`config.mk`:
```
export PLATFORM = sky130hd
export DESIGN_NAME = eth_tx_frame_arbiter
export DESIGN_NICKNAME = d
export VERILOG_FILES = /design/src/rtl/eth_arb_pkg.sv /design/src/rtl/eth_tx_frame_arbiter_rr_pick.sv /design/src/rtl/eth_tx_frame_arbiter.sv
export SDC_FILE = /design/constraint.sdc
export NUM_CORES = 1
export LEC_CHECK = 0
export BUFFER_PORTS_ARGS = -buffer_cell sky130_fd_sc_hd__buf_2
export CAP_MARGIN = 15
export CORE_MARGIN = 10
export CORE_UTILIZATION = 35
export DETAILED_ROUTE_END_ITERATION = 8
export HOLD_SLACK_MARGIN = 0.1
export MAX_ROUTING_LAYER = met4
export PLACE_DENSITY = 0.9
export REMOVE_ABC_BUFFERS = 1
export SYNTH_ARGS = -nofsm -noshare
export SYNTH_HDL_FRONTEND = slang
export SYNTH_SLANG_ARGS = --single-unit
```
`constraint.sdc`:
```
create_clock -name aclk -period 1.92 [get_ports aclk]
set_clock_uncertainty 0.05 [all_clocks]
set_input_delay 0.192 -clock aclk [delete_from_list [all_inputs] [get_ports aclk]]
set_output_delay 0.192 -clock aclk [all_outputs]
set_load 0.05 [all_outputs]
```
`src/rtl/eth_arb_pkg.sv`:
```
// Shared types and the round-robin helper for the Ethernet TX frame arbiter.
package eth_arb_pkg;

  typedef enum logic [1:0] {IDLE, PASS, ABORT, DRAIN} arb_state_t;

  localparam int unsigned ETH_AXIS_DATA_WIDTH = 32;
  localparam int unsigned ARB_MAX_PORTS       = 8;
  localparam int unsigned ARB_IDX_W           = 3;

  // First requester strictly after 'last', wrapping modulo num_ports; returns 'last' if none.
  function automatic logic [ARB_IDX_W-1:0] rr_next(
    input logic [ARB_MAX_PORTS-1:0] req,
    input logic [ARB_IDX_W-1:0]     last,
    input int unsigned              num_ports
  );
    logic        found;
    int unsigned j;
    rr_next = last;
    found   = 1'b0;
    for (int unsigned k = 1; k <= ARB_MAX_PORTS; k++) begin
      j = (32'(last) + k) % num_ports;
      if (k <= num_ports && !found && req[ARB_IDX_W'(j)]) begin
        rr_next = ARB_IDX_W'(j);
        found   = 1'b1;
      end
    end
  endfunction

endpackage

```
`src/rtl/eth_tx_frame_arbiter_rr_pick.sv`:
```
// Combinational round-robin selector: next requester after the last owner.
module rr_pick
  import eth_arb_pkg::*;
#(
  parameter  int unsigned NUM_PORTS = 4,
  localparam int unsigned IDX_W     = $clog2(NUM_PORTS)
) (
  input  logic [NUM_PORTS-1:0] req,
  input  logic [IDX_W-1:0]     last,
  output logic [NUM_PORTS-1:0] onehot_c,
  output logic [IDX_W-1:0]     idx_c,
  output logic                 any_c
);

  logic [ARB_IDX_W-1:0] nxt_c;

  assign nxt_c    = rr_next(ARB_MAX_PORTS'(req), ARB_IDX_W'(last), NUM_PORTS);
  assign idx_c    = IDX_W'(nxt_c);
  assign onehot_c = NUM_PORTS'(1) << idx_c;
  assign any_c    = |req;

endmodule

```
`src/rtl/eth_tx_frame_arbiter.sv`:
```
// Frame-granular round-robin merge of NUM_PORTS AXI-Stream sources onto the TX path.
// Define ARB_WATCHDOG_EN to build the stalled-source watchdog (ABORT/DRAIN states).
module eth_tx_frame_arbiter
  import eth_arb_pkg::*;
#(
  parameter int unsigned NUM_PORTS  = 4,
  parameter int unsigned DATA_WIDTH = ETH_AXIS_DATA_WIDTH,
  parameter int unsigned TIMEOUT    = 256
) (
  input  logic                            aclk,
  input  logic                            aresetn,
  input  logic [NUM_PORTS*DATA_WIDTH-1:0] s_axis_tdata,
  input  logic [NUM_PORTS-1:0]            s_axis_tvalid,
  input  logic [NUM_PORTS-1:0]            s_axis_tlast,
  output logic [NUM_PORTS-1:0]            s_axis_tready,
  output logic [DATA_WIDTH-1:0]           m_axis_tdata,
  output logic                            m_axis_tvalid,
  output logic                            m_axis_tlast,
  input  logic                            m_axis_tready,
  output logic [NUM_PORTS-1:0]            grant,
  output logic                            busy,
  output logic                            frame_abort
);

  localparam int unsigned IDX_W = $clog2(NUM_PORTS);
  localparam int unsigned WD_W  = 16;

  arb_state_t           state_q, state_d;
  logic [NUM_PORTS-1:0] grant_d;
  logic [IDX_W-1:0]     sel_q, sel_d, last_q, last_d;
  logic [NUM_PORTS-1:0] pick_onehot_c;
  logic [IDX_W-1:0]     pick_idx_c;
  logic                 pick_any_c;
  logic [DATA_WIDTH-1:0] src_data_c [NUM_PORTS];
  logic                 sel_valid_c, sel_last_c;

`ifdef ARB_WATCHDOG_EN
  logic [WD_W-1:0] wd_q, wd_d;
  logic            abort_d;
`endif

  rr_pick #(.NUM_PORTS(NUM_PORTS)) u_rr_pick (
    .req      (s_axis_tvalid),
    .last     (last_q),
    .onehot_c (pick_onehot_c),
    .idx_c    (pick_idx_c),
    .any_c    (pick_any_c)
  );

  always_comb begin
    for (int i = 0; i < NUM_PORTS; i++) begin
      src_data_c[i] = s_axis_tdata[i*DATA_WIDTH +: DATA_WIDTH];
    end
  end

  assign sel_valid_c = s_axis_tvalid[sel_q];
  assign sel_last_c  = s_axis_tlast[sel_q];
  assign busy        = (state_q != IDLE);

  // Next-state and passthrough; PASS is a zero-latency mux onto the owner.
  always_comb begin
    state_d       = state_q;
    grant_d       = grant;
    sel_d         = sel_q;
    last_d        = last_q;
    m_axis_tdata  = '0;
    m_axis_tvalid = 1'b0;
    m_axis_tlast  = 1'b0;
    s_axis_tready = '0;
`ifdef ARB_WATCHDOG_EN
    wd_d          = wd_q;
    abort_d       = 1'b0;
`endif
    case (state_q)
      IDLE: begin
        if (pick_any_c) begin
          grant_d = pick_onehot_c;
          sel_d   = pick_idx_c;
          state_d = PASS;
`ifdef ARB_WATCHDOG_EN
          wd_d    = '0;
`endif
        end
      end
      PASS: begin
        m_axis_tdata  = src_data_c[sel_q];
        m_axis_tvalid = sel_valid_c;
        m_axis_tlast  = sel_last_c;
        s_axis_tready = NUM_PORTS'(m_axis_tready) << sel_q;
        if (sel_valid_c && m_axis_tready) begin
`ifdef ARB_WATCHDOG_EN
          wd_d = '0;
`endif
          if (sel_last_c) begin
            last_d  = sel_q;
            grant_d = '0;
            state_d = IDLE;
          end
        end
`ifdef ARB_WATCHDOG_EN
        else if (!sel_valid_c) begin
          if (wd_q != '1) wd_d = wd_q + 1'b1;
          if (32'(wd_q) + 32'd1 >= TIMEOUT) begin
            state_d = ABORT;
            abort_d = 1'b1;
          end
        end
`endif
      end
`ifdef ARB_WATCHDOG_EN
      // Synthetic terminating beat so the MAC closes the truncated frame.
      ABORT: begin
        m_axis_tvalid = 1'b1;
        m_axis_tlast  = 1'b1;
        if (m_axis_tready) state_d = DRAIN;
      end
      DRAIN: begin
        s_axis_tready = NUM_PORTS'(1) << sel_q;
        if (sel_valid_c && sel_last_c) begin
          last_d  = sel_q;
          grant_d = '0;
          state_d = IDLE;
        end
      end
`endif
      default: state_d = IDLE;
    endcase
  end

  always_ff @(posedge aclk or negedge aresetn) begin
    if (!aresetn) state_q <= IDLE;
    else          state_q <= state_d;
  end

  always_ff @(posedge aclk or negedge aresetn) begin
    if (!aresetn) begin
      grant  <= '0;
      sel_q  <= '0;
      last_q <= IDX_W'(NUM_PORTS - 1);
    end else begin
      grant  <= grant_d;
      sel_q  <= sel_d;
      last_q <= last_d;
    end
  end

`ifdef ARB_WATCHDOG_EN
  always_ff @(posedge aclk or negedge aresetn) begin
    if (!aresetn) begin
      wd_q        <= '0;
      frame_abort <= 1'b0;
    end else begin
      wd_q        <= wd_d;
      frame_abort <= abort_d;
    end
  end
`else
  assign frame_abort = 1'b0;
`endif

endmodule

```
==> qor.yml, run 1 <==
ir_drop_uv: 975.7
hold_end: "state_q[0]"
synth_area_leaders: "mux4_2 (43%), and2_1 (12%), dfrtp_1 (11%)"
synth-compound-area-share: 0.06546
min_from: "s_axis_tvalid[2]"
syn_area_per_cell_um2: 11.71
cp_max_fo: 5
antenna_found_initial: 0
pwr-share-comb: 0.903
crit_chain: "buf_4 > clkbuf_16 > mux4_2 > and2_1 > buf_6"
status: "finished, violations left"
core_mm2: 0.004661
grt_max_degree: 25
cp_slowest_cell: "mux4_2"
insertion_delay_ns: 0.23
crit_path_end_kind: "output port"
synth_top_area_frac: 0.4334
multi_input_area_mm2: 0.001351
ys_warn_count: 0
drt_pass1_iterations: 4
crit_type: "flip-flop to output port"
synth_xor_area_frac: 0
vias: 2071
regArea_um2: 230.2
slew_headroom: 0.6595
grt_pass1_wl_um: 11720
setup-tns-final_ns: -0.4501
grt_pass1_vias: 2241
rsz0062_at_grt: "true"
r2r_setup_slack_ns: 0.18
die_w_um: 88.93
synth_top_cell_by_area: "mux4_2"
area_growth_pct: 80.59
tightest_slew_ns: 0.5096
hold_viol: 0
die_y_um: 88.93
finalCritPeriodShare: 1.041
setup_viol: 17
fin_area_mm2: 0.003003
drc: 0
pwr_density_cell_mw_per_mm2: 2093
failed_checks: "setup timing"
drive_above_1_share: 0.8297
place_congestion: 0.9302
r2r-start: "last_q[1]"
synth-seq-cells: 9
cp_data_required_time_ns: 1.68
ant_nets: 0
final_util: 0.6443
slew_violations: 0
worst-endpoint-arrival_ns: 1.76
dp_slack_ns: 0.1835
timing.hold.ws_ns: 0.2773
synth_flop_cell: "dfrtp_1"
fin_crit_ns: 1.999
grt_overflow: 0
wl_per_cell_um: 22.92
hold_depth: 3
power_leakage_uw: 0.001521
clockRootBuffer: "clkbuf_8"
r2r_end: "grant[3]"
dpl_cell_area_mm2: 0.002594
min_path_type: "input pin to flip-flop"
rows: 25
grtUsageTotal: 0.1987
setup_slack_ns: -0.07941
switchingPower_uw: 3323
cts_buffers: 3
cts_buffer_depth: 2
power.internal_uw: 2963
synth_top_family_by_area: "multiplexers"
cts.sinks: 9
max-cap-violations: 0
dp_hpwl_um: 6564
p_seq_frac: 0.062
synthMuxAreaShare: 0.4816
htreeDepth: 1
cts_tree: "built"
synthSimpleGateAreaFrac: 0.2257
max_freq_ghz: 0.5001
p_sw_frac: 0.5286
syn_inst: 142
pwr-share-clk: 0.034
async_reset_ff_frac: 1.000
clk_pin_slew_worst_paths_ns: 0.04
drt_iter0_markers: 62
ys_types: 37
antenna_cells: 0
cp-start-kind: "flip-flop"
synth_edf_count: 0
ys_seq_area_frac: 0.1369
r2r_cells: 4
drt_wl_total_um: 8640
fillers: 364
syn-cell-area_mm2: 0.001663
nNetsFinal: 463
port_buffers: 181
initial_core_util: 0.3568
synthAdderAreaFrac: 0
ioPinCount: 183
viasPerCell: 5.493
fp.dieArea_mm2: 0.007908
crit_path_max_incr_delay_ns: 0.49
[cell usage in the layout, fill, tap and decap left out, types with 2 or more instances in the layout]
| cell | synthesis | layout |
|---|---|---|
| mux2i_1 | 5 | 5 |
| buf_2 | 5 | 149 |
| buf_6 | 5 | 33 |
| and2_1 | 32 | 7 |
| nor3_1 | 3 | 3 |
| clkbuf_16 | 0 | 2 |
| clkbuf_8 | 0 | 3 |
| dfrtp_2 | 0 | 2 |
| a21oi_1 | 3 | 3 |
| buf_12 | 1 | 3 |
| nand2_1 | 7 | 7 |
| buf_4 | 3 | 4 |
| inv_1 | 3 | 3 |
| mux2_4 | 2 | 2 |
| mux4_2 | 32 | 32 |
| a32o_1 | 3 | 3 |
| buf_8 | 0 | 2 |
| and2_4 | 0 | 25 |
| nand2b_1 | 3 | 3 |
| dfstp_2 | 2 | 2 |
| dfrtp_1 | 7 | 5 |
| nor2_1 | 4 | 4 |
[critical path: cells and delay by family, from the launching register on]
family / cells / cell delay, ns
muxes: 1 / 0.49
buffers and inverters: 3 / 0.46
DFF: 1 / 0.39
and+or+nand+nor: 1 / 0.19
[per-stage QoR]
| stage | power (uW) | cells |
|---|---|---|
| after global routing | 6585 | 377 |
| after CTS | 5934 | 372 |
| after floorplan | 3815 | 125 |
| after global placement | 4840 | 367 |
| final | 6286 | 377 |
| after detailed placement | 4909 | 367 |
[worst max-delay path by stage]
stage          startpoint                to  slack, ns  cells past startpoint
6_report         sel_q[0]  m_axis_tdata[15]      -0.08                      5
5_1_grt          sel_q[0]  m_axis_tdata[15]      -0.13                      5
4_1_cts          sel_q[0]  m_axis_tdata[16]      -0.05                      4
3_5_place_dp     sel_q[0]  m_axis_tdata[16]       0.18                      4
3_3_place_gp     sel_q[0]  m_axis_tdata[19]       0.20                      4
2_1_floorplan    sel_q[0]         last_q[0]      -1.02                      4
[Yosys cell counts (all sizes together), types with 2 or more instances]
| cell type | number |
|---|---|
| clkbuf | 3 |
| nor4 | 2 |
| o22ai | 2 |
| a32o | 3 |
| nand2b | 3 |
| and2 | 33 |
| mux4 | 32 |
| inv | 3 |
| a21oi | 3 |
| dfrtp | 7 |
| nand2 | 8 |
| nor3 | 3 |
| mux2i | 5 |
| nor2 | 4 |
| mux2 | 2 |
| buf | 14 |
| a21o | 2 |
| dfstp | 2 |
[cell type report]
class,count,area share
clock buffer,4,0.01500
inverter,3,0.003750
multi-input combinational,113,0.4500
sequential,9,0.07667
tap,54,0.02250
timing repair buffer,194,0.4321
[sequential cells by signal, indices dropped and copies added (netlist names)]
name / cells
last_q: 2
state_q: 1
grant: 4
sel_q: 2
[layer usage]
layer  global-route usage  up-vias  wire (um)  share of wire
li1                     -      905          -              -
met1               0.1923     1002       2793           0.32
met2               0.3703      134       4676           0.54
met3              0.05287       30        829          0.096
met4              0.07195        0        340          0.039
met5                    -        -          0              0
[logic make-up (layout without fill, tap and decap cells)]
family,count (synthesis),in the layout
AOI/OAI and AO/OA,12,12
buffers and inverters,20,201
DFF,9,9
muxes,39,39
other,1,1
and+or+nand+nor,61,61
[power by group through the flow]
| stage | Clock [uW] | Combinational, uW | Sequential (uW) |
|---|---|---|---|
| final | 217 | 5680 | 392 |
| after global routing | 234 | 5940 | 408 |
| after CTS | 221 | 5320 | 392 |
| after detailed placement | 0 | 4520 | 392 |
| after global placement | 0 | 4450 | 386 |
| after floorplan | 0 | 3090 | 729 |
[repair_timing]
action | 4_1_cts | 5_1_grt
hold buffers | 1 | 0
pin swaps | 0 | 3
setup endpoints to repair | 32 | 32
hold endpoints to repair | 9 | 0
gates resized for setup | 78 | 15
setup buffers | 0 | 2
cloned | 0 | 3
Note: power is estimated with default switching activity, not from simulation.
==> run 2, diff against run 1 <==
--- a/config.mk
+++ b/config.mk
@@ -5,14 +5,15 @@
 export SDC_FILE = /design/constraint.sdc
 export NUM_CORES = 1
 export LEC_CHECK = 0
+export ABC_AREA = 1
 export BUFFER_PORTS_ARGS = -buffer_cell sky130_fd_sc_hd__buf_2
 export CAP_MARGIN = 15
 export CORE_MARGIN = 10
-export CORE_UTILIZATION = 35
+export CORE_UTILIZATION = 30
 export DETAILED_ROUTE_END_ITERATION = 8
 export HOLD_SLACK_MARGIN = 0.1
 export MAX_ROUTING_LAYER = met4
-export PLACE_DENSITY = 0.9
+export PLACE_DENSITY = 0.8
 export REMOVE_ABC_BUFFERS = 1
 export SYNTH_ARGS = -nofsm -noshare
 export SYNTH_HDL_FRONTEND = slang
==> constraint.sdc (replaced) <==
create_clock -name aclk -period 1.8 [get_ports aclk]
set_clock_uncertainty 0.05 [all_clocks]
set_input_delay 0.18 -clock aclk [delete_from_list [all_inputs] [get_ports aclk]]
set_output_delay 0.18 -clock aclk [all_outputs]
set_load 0.05 [all_outputs]
==> run 2 against run 1 <==
Against the previous run:
- the flow still finishes with violations (setup timing)
- global-route usage shrank 2.6 points
- area after synthesis grew 8.5%
- clock-buffer cell count is the same
- synthesized cell count grew 140%
- critical endpoint is now m_axis_tdata[5]
- largest power group unchanged
- highest routed layer unchanged
==> qor.yml, run 2 <==
status: "finished, violations left"
failed_checks: "setup timing"
async_reset_ff_frac: 1.000  # unchanged
antenna_found_initial: 0  # unchanged
die_y_um: 97.55  # +9.7%
vias: 2999  # +45%
synth_top_cell_by_area: "nor2_1"
wl_met1_um: 3849  # +38%
syn_area_per_cell_um2: 5.200  # -56%
dp_hpwl_um: 7187  # +9.5%
min_path_type: "input pin to flip-flop"
place_inst: 589  # +60%
crit_chain: "clkinv_4 > clkbuf_16 > o21ai_0 > a21oi_1 > clkbuf_4"
max_freq_ghz: 0.5474
dp_slack_ns: 0.1171  # -0.06641 ns
finalCritPeriodShare: 1.015
syn-cell-area_mm2: 0.001804  # +8.5%
antenna_cells: 0  # unchanged
synth_edf_count: 0  # unchanged
cts_tree: "built"
fp.dieArea_mm2: 0.009516  # +20%
drive_above_1_share: 0.4801  # -0.3496
grtUsageTotal: 0.1727  # -0.02607
rows: 28  # +12%
power_leakage_uw: 0.001708  # +12%
regMostFlops: "grant"
cts_buffer_depth: 2  # unchanged
clk_pin_slew_worst_paths_ns: 0.04  # about the same
setup_viol: 3  # -14
rsz0062_at_grt: "true"
grt_pass1_vias: 2883  # +29%
fin_crit_ns: 1.827
ys_types: 25  # -32%
syn_inst: 347  # +140%
htreeDepth: 1  # unchanged
max-cap-violations: 0  # unchanged
setup-tns-final_ns: -0.06042  # +0.3896 ns
ioPinCount: 183  # unchanged
ant_nets: 0  # unchanged
core_mm2: 0.005886  # +26%
pwr_density_cell_mw_per_mm2: 2457  # +17%
crit_path_max_incr_delay_ns: 0.46  # -0.03 ns
drt_pass1_iterations: 4  # unchanged
drc: 0  # unchanged
wl_per_cell_um: 15.77  # -31%
layout_commonest_cell: "buf_2"
layoutNonFillerInstCount: 602  # +60%
synth_area_leaders: "nor2_1 (26%), o21ai_0 (13%), nand2_1 (11%)"
initial_core_util: 0.3065  # -0.05023
highest_layer: "met4"
cp_data_required_time_ns: 1.57  # -0.11 ns
hold_viol: 0  # unchanged
area_growth_pct: 78.16
grt_overflow: 0  # unchanged
ys_warn_count: 0  # unchanged
finalPower_uw: 7897  # +26%
synth-seq-cells: 9  # unchanged
die_w_um: 97.55  # +9.7%
crit_family: "buffers and inverters"
synth_common_cells: "nor2_1 (127), nand2_1 (52), o21ai_0 (48)"
synth_top_area_frac: 0.2642  # -0.1692
cp_slowest_cell: "dfrtp_2"
setup_slack_ns: -0.02675  # +0.05267 ns
top_regs: "grant: 4 flops, last_q: 2 flops, sel_q: 2 flops"
ys_seq_area_frac: 0.1262  # -0.01073
viasPerCell: 4.982  # -9.3%
slew_violations: 0  # unchanged
insertion_delay_ns: 0.24  # about the same
port_buffers: 181  # unchanged
synth_flop_cell: "dfrtp_1"
cts_buffers: 3  # unchanged
met3_length_um: 739  # -11%
place_congestion: 0.9651  # +3.8%
layout_common_cells: "buf_2 (147), nor2_1 (122), nand2_1 (50), o21ai_0 (38), buf_4 (31)"
nNetsFinal: 667  # +44%
cp-start-kind: "flip-flop"
clockRootBuffer: "clkbuf_8"
grt_max_degree: 38  # +52%
cts.sinks: 9  # unchanged
crit_type: "flip-flop to output port"
ir_drop_uv: 1626  # +67%
wl_met2_um: 4627  # -1.0%
grt_pass1_wl_um: 13850  # +18%
final_util: 0.5461  # -0.09816
largest_register_ff_count: 4  # unchanged
fillers: 580  # +59%
synthMostInstantiatedCell: "nor2_1"
worst-endpoint-arrival_ns: 1.60  # -0.16 ns
drt_iter0_markers: 125  # +100%
drt_wl_total_um: 9496  # +9.9%
crit_path_end_kind: "output port"
cp.buffers_inverters: 3  # unchanged
cp_max_fo: 18  # +13
==> run 2: cell families (layout without fill, tap and decap cells) <==
kind of cell | count (synthesis) | in the layout | synth area share
and+or+nand+nor | 206 | 206 | 0.4750
other | 1 | 1 | 0.002078
buffers and inverters | 39 | 219 | 0.1054
DFF | 9 | 9 | 0.1262
AOI/OAI and AO/OA | 92 | 92 | 0.2913
==> run 2: timing repair <==
item,CTS,global route
hold buffers,1,0
pin swaps,1,8
buffers inserted,2,4
cloned,0,2
hold endpoints to repair,9,0
resized for setup,30,63
endpoints found under the setup margin,34,38
==> run 2: power by group <==
group	switching, uW	internal, uW
registers	164	308
clock network	82.2	154
logic	4750	2440
total	5000	2900
==> run 2: layout make-up <==
type	count	area (um^2)	area share
timing repair buffer	201	1290	0.4013
sequential	9	231.5	0.07201
clock buffer	4	45.04	0.01401
tap	75	93.84	0.02919
inverter	14	65.06	0.02024
multi-input combinational	299	1489	0.4632
==> run 2: path summary, 6_finish.rpt <==
path                                  startpoint               to  slack (ns)  cells past startpoint
worst max-delay path                    sel_q[0]  m_axis_tdata[5]       -0.03                      5
worst min-delay path            s_axis_tvalid[1]       state_q[0]        0.26                      3
worst max register to register         last_q[0]         grant[2]        0.13                     12
worst min register to register          grant[1]         grant[1]        0.43                      2
max in group asynchronous                aresetn        last_q[0]        1.18                      2
min in group asynchronous                aresetn         grant[2]        0.28                      2
==> run 2: per-stage QoR <==
step	hold slack (ns)	cell area, um^2
global placement	-0.01430	2790
finish	0.2640	3214
detailed placement	-0.004139	2790
global route	0.2752	3214
floorplan	-0.1656	1669
CTS	0.2526	2950
==> run 2: worst min-delay path, delay by kind of cell <==
family	cells	cell delay (ns)
buffers and inverters	1	0.12
AOI/OAI and AO/OA	1	0.14
and+or+nand+nor	1	0.06
==> run 2: routing by layer <==
metal,vias up,global-route usage
li1,1501,-
met1,1304,0.2074
met2,171,0.2867
met3,23,0.02987
met4,0,0.05257
met5,-,-
